===== src/rtl/hazard_ctrl_if.sv =====
// Bundle between the pipeline and the hazard controller: ID/EXE hazard terms,
// MDU handshake, stall/flush controls and performance counters.
interface hazard_ctrl_if;
  logic [4:0]  rs_id;
  logic [4:0]  rt_id;
  logic        uses_rs_id;
  logic        uses_rt_id;
  logic [4:0]  rd_exe;
  logic        RegWrite_exe;
  logic [1:0]  MemRead_exe;
  logic        branch_taken_id;
  logic        mdu_start_exe;
  logic        mdu_done;

  logic        pc_stall;
  logic        ifid_stall;
  logic        idexe_stall;
  logic        ifid_flush;
  logic        idexe_flush;
  logic        exemem_flush;
  logic [1:0]  hz_state;
  logic        mdu_timeout;
  logic [15:0] stall_cnt;
  logic [15:0] flush_cnt;

  modport master (
    output rs_id, rt_id, uses_rs_id, uses_rt_id, rd_exe, RegWrite_exe,
           MemRead_exe, branch_taken_id, mdu_start_exe, mdu_done,
    input  pc_stall, ifid_stall, idexe_stall, ifid_flush, idexe_flush,
           exemem_flush, hz_state, mdu_timeout, stall_cnt, flush_cnt
  );

  modport slave (
    input  rs_id, rt_id, uses_rs_id, uses_rt_id, rd_exe, RegWrite_exe,
           MemRead_exe, branch_taken_id, mdu_start_exe, mdu_done,
    output pc_stall, ifid_stall, idexe_stall, ifid_flush, idexe_flush,
           exemem_flush, hz_state, mdu_timeout, stall_cnt, flush_cnt
  );
endinterface


===== src/rtl/hazard_ctrl.sv =====
// Pipeline hazard controller: MDU wait stall with timeout, load-use bubble,
// taken-branch flush, and saturating stall/flush performance counters.
module hazard_ctrl (
  input  logic          clk,
  input  logic          rst,
  hazard_ctrl_if.slave  hz
);

  localparam int unsigned CNT_W  = 16;
  localparam int unsigned WAIT_W = 6;

  localparam logic [1:0] ST_IDLE = 2'b00;
  localparam logic [1:0] ST_BUSY = 2'b01;

  localparam logic [WAIT_W-1:0] WAIT_MAX = '1;
  localparam logic [CNT_W-1:0]  CNT_MAX  = '1;

  logic [1:0]        state_q, state_d;
  logic [WAIT_W-1:0] wait_q, wait_d;
  logic              tmo_q, tmo_d;
  logic [CNT_W-1:0]  stall_cnt_q, stall_cnt_d;
  logic [CNT_W-1:0]  flush_cnt_q, flush_cnt_d;

  logic mdu_stall_c;
  logic load_use_c;
  logic rs_hit_c;
  logic rt_hit_c;
  logic pc_stall_c;
  logic ifid_flush_c;
  logic idexe_flush_c;
  logic mdu_hold_c;

  // Hazard detection; priority is MDU wait, then load-use, then branch flush
  always_comb begin
    mdu_stall_c = 1'b0;
    if (state_q == ST_IDLE) begin
      mdu_stall_c = hz.mdu_start_exe & ~hz.mdu_done;
    end else if (state_q == ST_BUSY) begin
      mdu_stall_c = ~hz.mdu_done;
    end

    rs_hit_c   = hz.uses_rs_id & (hz.rs_id == hz.rd_exe);
    rt_hit_c   = hz.uses_rt_id & (hz.rt_id == hz.rd_exe);
    load_use_c = ~mdu_stall_c & hz.RegWrite_exe & (hz.MemRead_exe != 2'b00)
               & (hz.rd_exe != 5'd0) & (rs_hit_c | rt_hit_c);

    mdu_hold_c    = ~rst & mdu_stall_c;
    pc_stall_c    = ~rst & (mdu_stall_c | load_use_c);
    idexe_flush_c = ~rst & load_use_c;
    ifid_flush_c  = ~rst & hz.branch_taken_id & ~mdu_stall_c & ~load_use_c;
  end

  assign hz.pc_stall     = pc_stall_c;
  assign hz.ifid_stall   = pc_stall_c;
  assign hz.idexe_stall  = mdu_hold_c;
  assign hz.exemem_flush = mdu_hold_c;
  assign hz.idexe_flush  = idexe_flush_c;
  assign hz.ifid_flush   = ifid_flush_c;
  assign hz.hz_state     = state_q;
  assign hz.mdu_timeout  = tmo_q;
  assign hz.stall_cnt    = stall_cnt_q;
  assign hz.flush_cnt    = flush_cnt_q;

  // MDU wait FSM; a start while busy is ignored
  always_comb begin
    state_d = state_q;
    wait_d  = wait_q;
    tmo_d   = tmo_q;
    case (state_q)
      ST_IDLE: begin
        if (hz.mdu_start_exe & ~hz.mdu_done) begin
          state_d = ST_BUSY;
          wait_d  = '0;
        end
      end
      ST_BUSY: begin
        if (hz.mdu_done) begin
          state_d = ST_IDLE;
        end else if (wait_q == WAIT_MAX) begin
          state_d = ST_IDLE;
          tmo_d   = 1'b1;
        end else begin
          wait_d = wait_q + WAIT_W'(1);
        end
      end
      default: begin
        state_d = ST_IDLE;
        wait_d  = '0;
      end
    endcase
  end

  // Saturating performance counters
  always_comb begin
    stall_cnt_d = stall_cnt_q;
    flush_cnt_d = flush_cnt_q;
    if (pc_stall_c && (stall_cnt_q != CNT_MAX)) begin
      stall_cnt_d = stall_cnt_q + CNT_W'(1);
    end
    if (ifid_flush_c && (flush_cnt_q != CNT_MAX)) begin
      flush_cnt_d = flush_cnt_q + CNT_W'(1);
    end
  end

  always_ff @(posedge clk) begin
    if (rst) begin
      state_q     <= ST_IDLE;
      wait_q      <= '0;
      tmo_q       <= 1'b0;
      stall_cnt_q <= '0;
      flush_cnt_q <= '0;
    end else begin
      state_q     <= state_d;
      wait_q      <= wait_d;
      tmo_q       <= tmo_d;
      stall_cnt_q <= stall_cnt_d;
      flush_cnt_q <= flush_cnt_d;
    end
  end

endmodule


===== src/flat_wrapper.sv =====
// flat-port wrapper written by rule: the top's interface ports become plain ports
module hazard_ctrl_flat 
  (clk, rst, hz_rs_id, hz_rt_id, hz_uses_rs_id, hz_uses_rt_id, hz_rd_exe, hz_RegWrite_exe, hz_MemRead_exe, hz_branch_taken_id, hz_mdu_start_exe, hz_mdu_done, hz_pc_stall, hz_ifid_stall, hz_idexe_stall, hz_ifid_flush, hz_idexe_flush, hz_exemem_flush, hz_hz_state, hz_mdu_timeout, hz_stall_cnt, hz_flush_cnt);
  hazard_ctrl_if hz_i ();
  input  logic clk;
  input  logic rst;
  input wire logic [$bits(hz_i.rs_id)-1:0] hz_rs_id;
  input wire logic [$bits(hz_i.rt_id)-1:0] hz_rt_id;
  input wire logic [$bits(hz_i.uses_rs_id)-1:0] hz_uses_rs_id;
  input wire logic [$bits(hz_i.uses_rt_id)-1:0] hz_uses_rt_id;
  input wire logic [$bits(hz_i.rd_exe)-1:0] hz_rd_exe;
  input wire logic [$bits(hz_i.RegWrite_exe)-1:0] hz_RegWrite_exe;
  input wire logic [$bits(hz_i.MemRead_exe)-1:0] hz_MemRead_exe;
  input wire logic [$bits(hz_i.branch_taken_id)-1:0] hz_branch_taken_id;
  input wire logic [$bits(hz_i.mdu_start_exe)-1:0] hz_mdu_start_exe;
  input wire logic [$bits(hz_i.mdu_done)-1:0] hz_mdu_done;
  output wire logic [$bits(hz_i.pc_stall)-1:0] hz_pc_stall;
  output wire logic [$bits(hz_i.ifid_stall)-1:0] hz_ifid_stall;
  output wire logic [$bits(hz_i.idexe_stall)-1:0] hz_idexe_stall;
  output wire logic [$bits(hz_i.ifid_flush)-1:0] hz_ifid_flush;
  output wire logic [$bits(hz_i.idexe_flush)-1:0] hz_idexe_flush;
  output wire logic [$bits(hz_i.exemem_flush)-1:0] hz_exemem_flush;
  output wire logic [$bits(hz_i.hz_state)-1:0] hz_hz_state;
  output wire logic [$bits(hz_i.mdu_timeout)-1:0] hz_mdu_timeout;
  output wire logic [$bits(hz_i.stall_cnt)-1:0] hz_stall_cnt;
  output wire logic [$bits(hz_i.flush_cnt)-1:0] hz_flush_cnt;
  assign hz_i.rs_id = hz_rs_id;
  assign hz_i.rt_id = hz_rt_id;
  assign hz_i.uses_rs_id = hz_uses_rs_id;
  assign hz_i.uses_rt_id = hz_uses_rt_id;
  assign hz_i.rd_exe = hz_rd_exe;
  assign hz_i.RegWrite_exe = hz_RegWrite_exe;
  assign hz_i.MemRead_exe = hz_MemRead_exe;
  assign hz_i.branch_taken_id = hz_branch_taken_id;
  assign hz_i.mdu_start_exe = hz_mdu_start_exe;
  assign hz_i.mdu_done = hz_mdu_done;
  assign hz_pc_stall = hz_i.pc_stall;
  assign hz_ifid_stall = hz_i.ifid_stall;
  assign hz_idexe_stall = hz_i.idexe_stall;
  assign hz_ifid_flush = hz_i.ifid_flush;
  assign hz_idexe_flush = hz_i.idexe_flush;
  assign hz_exemem_flush = hz_i.exemem_flush;
  assign hz_hz_state = hz_i.hz_state;
  assign hz_mdu_timeout = hz_i.mdu_timeout;
  assign hz_stall_cnt = hz_i.stall_cnt;
  assign hz_flush_cnt = hz_i.flush_cnt;
  hazard_ctrl u_core (.clk(clk), .rst(rst), .hz(hz_i));
endmodule

===== config.mk =====
export PLATFORM = sky130hd
export DESIGN_NAME = hazard_ctrl_flat
export DESIGN_NICKNAME = d
export VERILOG_FILES = /design/src/rtl/hazard_ctrl_if.sv /design/src/rtl/hazard_ctrl.sv /design/src/flat_wrapper.sv
export SDC_FILE = /design/constraint.sdc
export NUM_CORES = 1
export LEC_CHECK = 0
export BUFFER_PORTS_ARGS = -buffer_cell sky130_fd_sc_hd__buf_2
export CAP_MARGIN = 20
export CORE_ASPECT_RATIO = 1.1
export CORE_MARGIN = 5
export CORE_UTILIZATION = 25
export CTS_CLUSTER_SIZE = 12
export DETAILED_ROUTE_END_ITERATION = 8
export PLACE_DENSITY = 0.46
export SYNTH_ARGS = -nofsm -noshare
export SYNTH_HDL_FRONTEND = slang
export SYNTH_SLANG_ARGS = --single-unit

===== constraint.sdc =====
create_clock -name clk -period 3.3 [get_ports clk]
set_input_delay 0.495 -clock clk [delete_from_list [all_inputs] [get_ports clk]]
set_output_delay 0.495 -clock clk [all_outputs]
set_load 0.1 [all_outputs]

; Word level (Yosys, flattened, before mapping)
; Cells that the tools add are included.
[totals]
reg_bits = 41
input_bits = 25
elab_cells = 55
[classes]
add_sub_neg = 3
eq_ne = 10
muxes = 10
bitwise_logic = 19
n_reduce_logical = 8
[op_table]
columns = op, count
row1 = adder 16 x 1 -> 16 bit (second input constant), 2
row2 = inequality test 16 bit (second input constant), 2
row3 = 2-to-1 mux 6 bit, 3
row4 = AND 1 bit, 13
row5 = case mux 6 bit (2 select lines), 1
row6 = equality test 5 bit, 2
row7 = adder 6 x 1 -> 6 bit (second input constant), 1
row8 = equality test 6 bit (second input constant), 1
row9 = 2-to-1 mux 2 bit, 3
row10 = inequality test 2 bit (second input constant), 3
row11 = AND reduction 3 bit, 2
row12 = nonzero test 5 bit, 1
row13 = inverter 1 bit, 4
row14 = case mux 2 bit (2 select lines), 1
row15 = inequality test 3 bit (second input constant), 1
row16 = equality test 2 x 1 -> 1 bit (second input constant), 1
row17 = logical AND 1 bit, 2
row18 = logical NOT 2 bit, 1
row19 = 2-to-1 mux 1 bit, 2
row20 = OR 1 bit, 2
row21 = AND reduction 2 bit, 1
row22 = nonzero test 2 bit, 1

; Logic depth before layout (Yosys ltp)
[depth]
depth_word = 11
ltp_mapped = 7
mapped_depth_nobuf = 7

; Worst setup path before layout
; No wires, ideal clock.
[synth_timing]
path_kind = reg2out
startpoint = reg u_core.state_q[0], in the netlist u_core.hz.hz_state[0]
endpoint = out hz_pc_stall
t_arrival_ps = 3437
t_required_ps = 2805
path_slack_ps = -632
stages_incl_launch_ff = 7
path_buffers = 2
cell_sequence = dfxtp_1 > o21bai_4 > o211ai_4 > o21a_1 > buf_2 > nor2_1 > buf_4
[synth_via]
elab_chain_cells = 10
[synth_lines]
columns = item, line_no
row1 = from (decl), hazard_ctrl.sv:18  ; logic [1:0] state_q, state_d;
row2 = from (signal assigned), hazard_ctrl.sv:113  ; state_q <= state_d;
row3 = equality test 2 x 1 -> 1 bit, hazard_ctrl.sv:38  ; end else if (state_q == ST_BUSY) begin
row4 = 2-to-1 mux 1 bit, hazard_ctrl.sv:38
row5 = 2-to-1 mux 1 bit *, hazard_ctrl.sv:36  ; if (state_q == ST_IDLE) begin
row6 = inverter 1 bit, hazard_ctrl.sv:44  ; load_use_c = ~mdu_stall_c & hz.RegWrite_exe & (hz.MemRead_exe != 2'b00)
row7 = AND 1 bit (2 in a row), hazard_ctrl.sv:44
row8 = AND 1 bit (2 in a row), hazard_ctrl.sv:45  ; & (hz.rd_exe != 5'd0) & (rs_hit_c | rt_hit_c);
row9 = OR 1 bit *, hazard_ctrl.sv:48  ; pc_stall_c = ~rst & (mdu_stall_c | load_use_c);
row10 = AND 1 bit *, hazard_ctrl.sv:48
row11 = to (decl), flat_wrapper.sv:17  ; output wire logic [$bits(hz_i.pc_stall)-1:0] hz_pc_stall;
; Mark *: on every way between the ends. The rest lies on a longest branch, timed or not.

; Worst setup path after layout
[layout_timing]
startpoint = in hz_rd_exe[1]
endpoint = out hz_ifid_flush
[layout_via]
elab_chain_cells = 6
[layout_lines]
columns = item, line_no
row1 = from (decl), flat_wrapper.sv:11  ; input wire logic [$bits(hz_i.rd_exe)-1:0] hz_rd_exe;
row2 = equality test 5 bit (on tied branches), "hazard_ctrl.sv:42, hazard_ctrl.sv:43"
row3 = AND 1 bit (on tied branches), "hazard_ctrl.sv:42, hazard_ctrl.sv:43"
row4 = OR 1 bit, hazard_ctrl.sv:45
row5 = AND 1 bit *, hazard_ctrl.sv:45
row6 = inverter 1 bit *, hazard_ctrl.sv:50  ; ifid_flush_c = ~rst & hz.branch_taken_id & ~mdu_stall_c & ~load_use_c;
row7 = AND 1 bit *, hazard_ctrl.sv:50
row8 = to (decl), flat_wrapper.sv:20  ; output wire logic [$bits(hz_i.ifid_flush)-1:0] hz_ifid_flush;
; Marks and branches as above.

==> summary.txt <==
Finish
  – Area Overhead vs Synth: 25.2%
  – Filler cells: 992
  – Register area: 801 µm²
  – Antenna cells: 0
  – Share of cells above drive strength 1: 27.1%
  – Final core occ: 31.6%
  – Multi-input gate area: 1330 µm²
  – Final nets: 359

Clocking
  – Clock Latency Late Sink: 290 ps
  – Deepest clock path buffer count: 2
  – CTS tree: done
  – Clk root buf: clkbuf_8
  – Htree depth: 2
  – CTS clk-pin slew, worst paths: 80 ps
  – Post CTS Setup Buffer Count: 0
  – Clock net sink count: 40
  – Hold_buf cts: 0
  – CTS Buf Count: 5
  – CTS-repair resized insts: 0

Global route
  – Vias in the first global route: 2076
  – GRT Residual Overflow: 0
  – First-pass GRT wire length: 10300 µm
  – Largest net degree at the start of global routing: 25
  – Total track usage: 11.6%
  – Initial antenna violation count: 0

Critical path
  – Crit Path Max Fanout: 7
  – CP required: 2800 ps
  – Startpoint Class: input pin
  – Reg2reg setup slack: 1110 ps
  – Max stage delay cell, worst path: or4_4
  – Max incr delay on CP: 550 ps
  – Crit Path Class: input pin to primary output
  – WP data arrival: 2270 ps
  – Crit-path cells: buf_2 > or4_4 > o211ai_4 > o211ai_4 > inv_1 > buf_2
  – Setup crit end kind: primary output
  – Crit path max-delay family: buffers and inverters
  – Worst path buffer plus inverter count: 3

Placed design
  – GPL Wtd Cong: 0.766
  – Pre-CTS setup slack: 551 ps
  – I/O Buffers: 64
  – Placed wire-length estimate: 4680 µm

Power
  – Sequential share of power: 47.6%
  – Sw frac: 27.1%
  – Int Power: 0.749 mW
  – Clock power share: 38.9%
  – VDD IR-drop max: 0.000140 V
  – Leak: 1.14 nW
  – Sw Pwr: 0.279 mW
  – Combinational power share: 13.6%
  – Overall Power: 1.03 mW
  – Pwr Density: 371 nW/µm²

Drt
  – DRT Pass-1 Iters: 4
  – Total number of vias: 2196
  – Final WL: 6280 µm
  – Drt wl/cell: 14.1 µm
  – Antenna-violating nets left: 0
  – DR iter-0 viols: 90
  – DR vias/cell: 4.92
  – DRC Markers: 0

Floorplanning
  – Starting density of the core: 25.2%
  – Core Area: 8780 µm²
  – Number of cell rows: 36
  – Die span in x: 99.8 µm
  – Die Y: 109 µm
  – Die area: 10800 µm²
  – I/O Pins: 66

Synth
  – Number of synthesized flops with an enable pin: 0
  – Synth Instances: 267
  – Synth warn: 0
  – #FFs+latches synth: 40
  – Ys async rst share: 0%
  – Main synth FF type: dfxtp_1
  – Number of library cell types mapped by synthesis: 42
  – Sequential share of the synthesized area: 36.1%
  – Synthesized area: 2220 µm²
  – Post-synthesis area per instance: 8.30 µm²
  – Net count after synthesis: 295

Min path
  – Min-Delay Path Class: flip-flop to flip-flop

Timing
  – RSZ-0062 raised after global routing: false
  – Final Hold Viols: 0
  – Skew final: 5.42 ps
  – Worst Tran Pin Value: 693 ps
  – Setup tns final: 0 ps
  – Post-layout minimum cycle time: 2770 ps
  – Relative slew slack: 53.4%
  – Final setup fails: 0
  – Final Max Tran Viols: 0
  – Max Fclk: 361 MHz
  – Tcrit/Tclk final: 83.9%
  – Post-route setup slack: 532 ps

Outcome
  – Status: complete, no violations

Run
  – Max cap viols: 0
[final cells by class]
class                      count  share of cell area (%)
clock buffer                   6                    2.62
clock inverter                 2                    1.26
inverter                       9                    1.22
multi-input combinational    206                    48.0
sequential                    40                    28.9
tap                          114                    5.14
timing repair buffer          69                    12.9
[final timing paths]
| path | from | to | cells past startpoint |
|---|---|---|---|
| setup reg to reg | u_core.hz.hz_state[0] | u_core.hz.stall_cnt[7] | 6 |
| hold / removal | u_core.hz.mdu_timeout | u_core.hz.mdu_timeout | 2 |
| setup / recovery | hz_rd_exe[1] | hz_ifid_flush | 6 |
| hold reg to reg | u_core.hz.mdu_timeout | u_core.hz.mdu_timeout | 2 |
[through the flow]
step	instances	instance area (µm²)	hold slack, ps
5_1_grt	446	2770	510
4_1_cts	446	2770	477
6_report	446	2770	468
2_1_floorplan	267	2230	467
3_3_place_gp	438	2670	457
3_5_place_dp	438	2670	456
[state kept, by name (all words and copies together), names as in the netlist]
| name | flops |
|---|---|
| u_core.hz.flush_cnt | 16 |
| u_core.hz.hz_state | 1 |
| u_core.hz.mdu_timeout | 1 |
| u_core.hz.stall_cnt | 16 |
| u_core.wait_q | 6 |
[Yosys cell counts, types with 6 or more instances]
master | instances | area (µm²)
a21oi_1 | 18 | 90.1
and3_1 | 7 | 43.8
clkbuf_1 | 6 | 22.5
dfxtp_1 | 40 | 801
inv_1 | 9 | 33.8
nand2_1 | 21 | 78.8
nand3_1 | 18 | 90.1
nand4_1 | 15 | 93.8
nor2_1 | 23 | 86.3
nor3_1 | 8 | 40.0
o21ai_0 | 8 | 40.0
o31ai_1 | 6 | 45.0
or3_1 | 9 | 56.3
or4_1 | 7 | 52.6
xnor2_1 | 10 | 87.6
[routing by layer]
layer	wire length [µm]	GRT usage, %	vias to the layer above
met2	2930	19.3	53
met3	357	2.56	4
met5	0	0	-
met1	2930	14.8	1023
li1	-	-	1116
met4	71	3.80	0
[cell usage in the layout, fill, tap and decap left out, drive strengths merged, types with 9 or more instances in the layout]
cell   count
nand4     15
nand2     22
inv        9
a21oi     18
buf       69
xnor2     10
dfxtp     40
nor2      23
nand3     18
or3        9
[cells by family after synthesis]
| logic type | synth area share, % |
|---|---|
| AOI/OAI and AO/OA | 19.1 |
| xor gates and xnor gates | 5.93 |
| adders and majority gates | 1.69 |
| buffers and inverters | 4.23 |
| DFF | 36.1 |
| muxes | 4.29 |
| other | 0.169 |
| and+or+nand+nor | 28.5 |
[tightest hold or removal path: stages, from the launching register on]
cell and delay [ps]:
dfxtp_1 330, a21oi_1 40, nor2_1 60
[power by group through the flow]
stage	Sequential, mW	Clock [mW]	Combinational, mW
after floorplan	0.518	0	0.0830
after global placement	0.501	0	0.139
after detailed placement	0.500	0	0.140
after CTS	0.489	0.420	0.140
after global routing	0.490	0.436	0.150
final	0.489	0.400	0.139
Note: power is estimated with default switching activity, not from simulation.
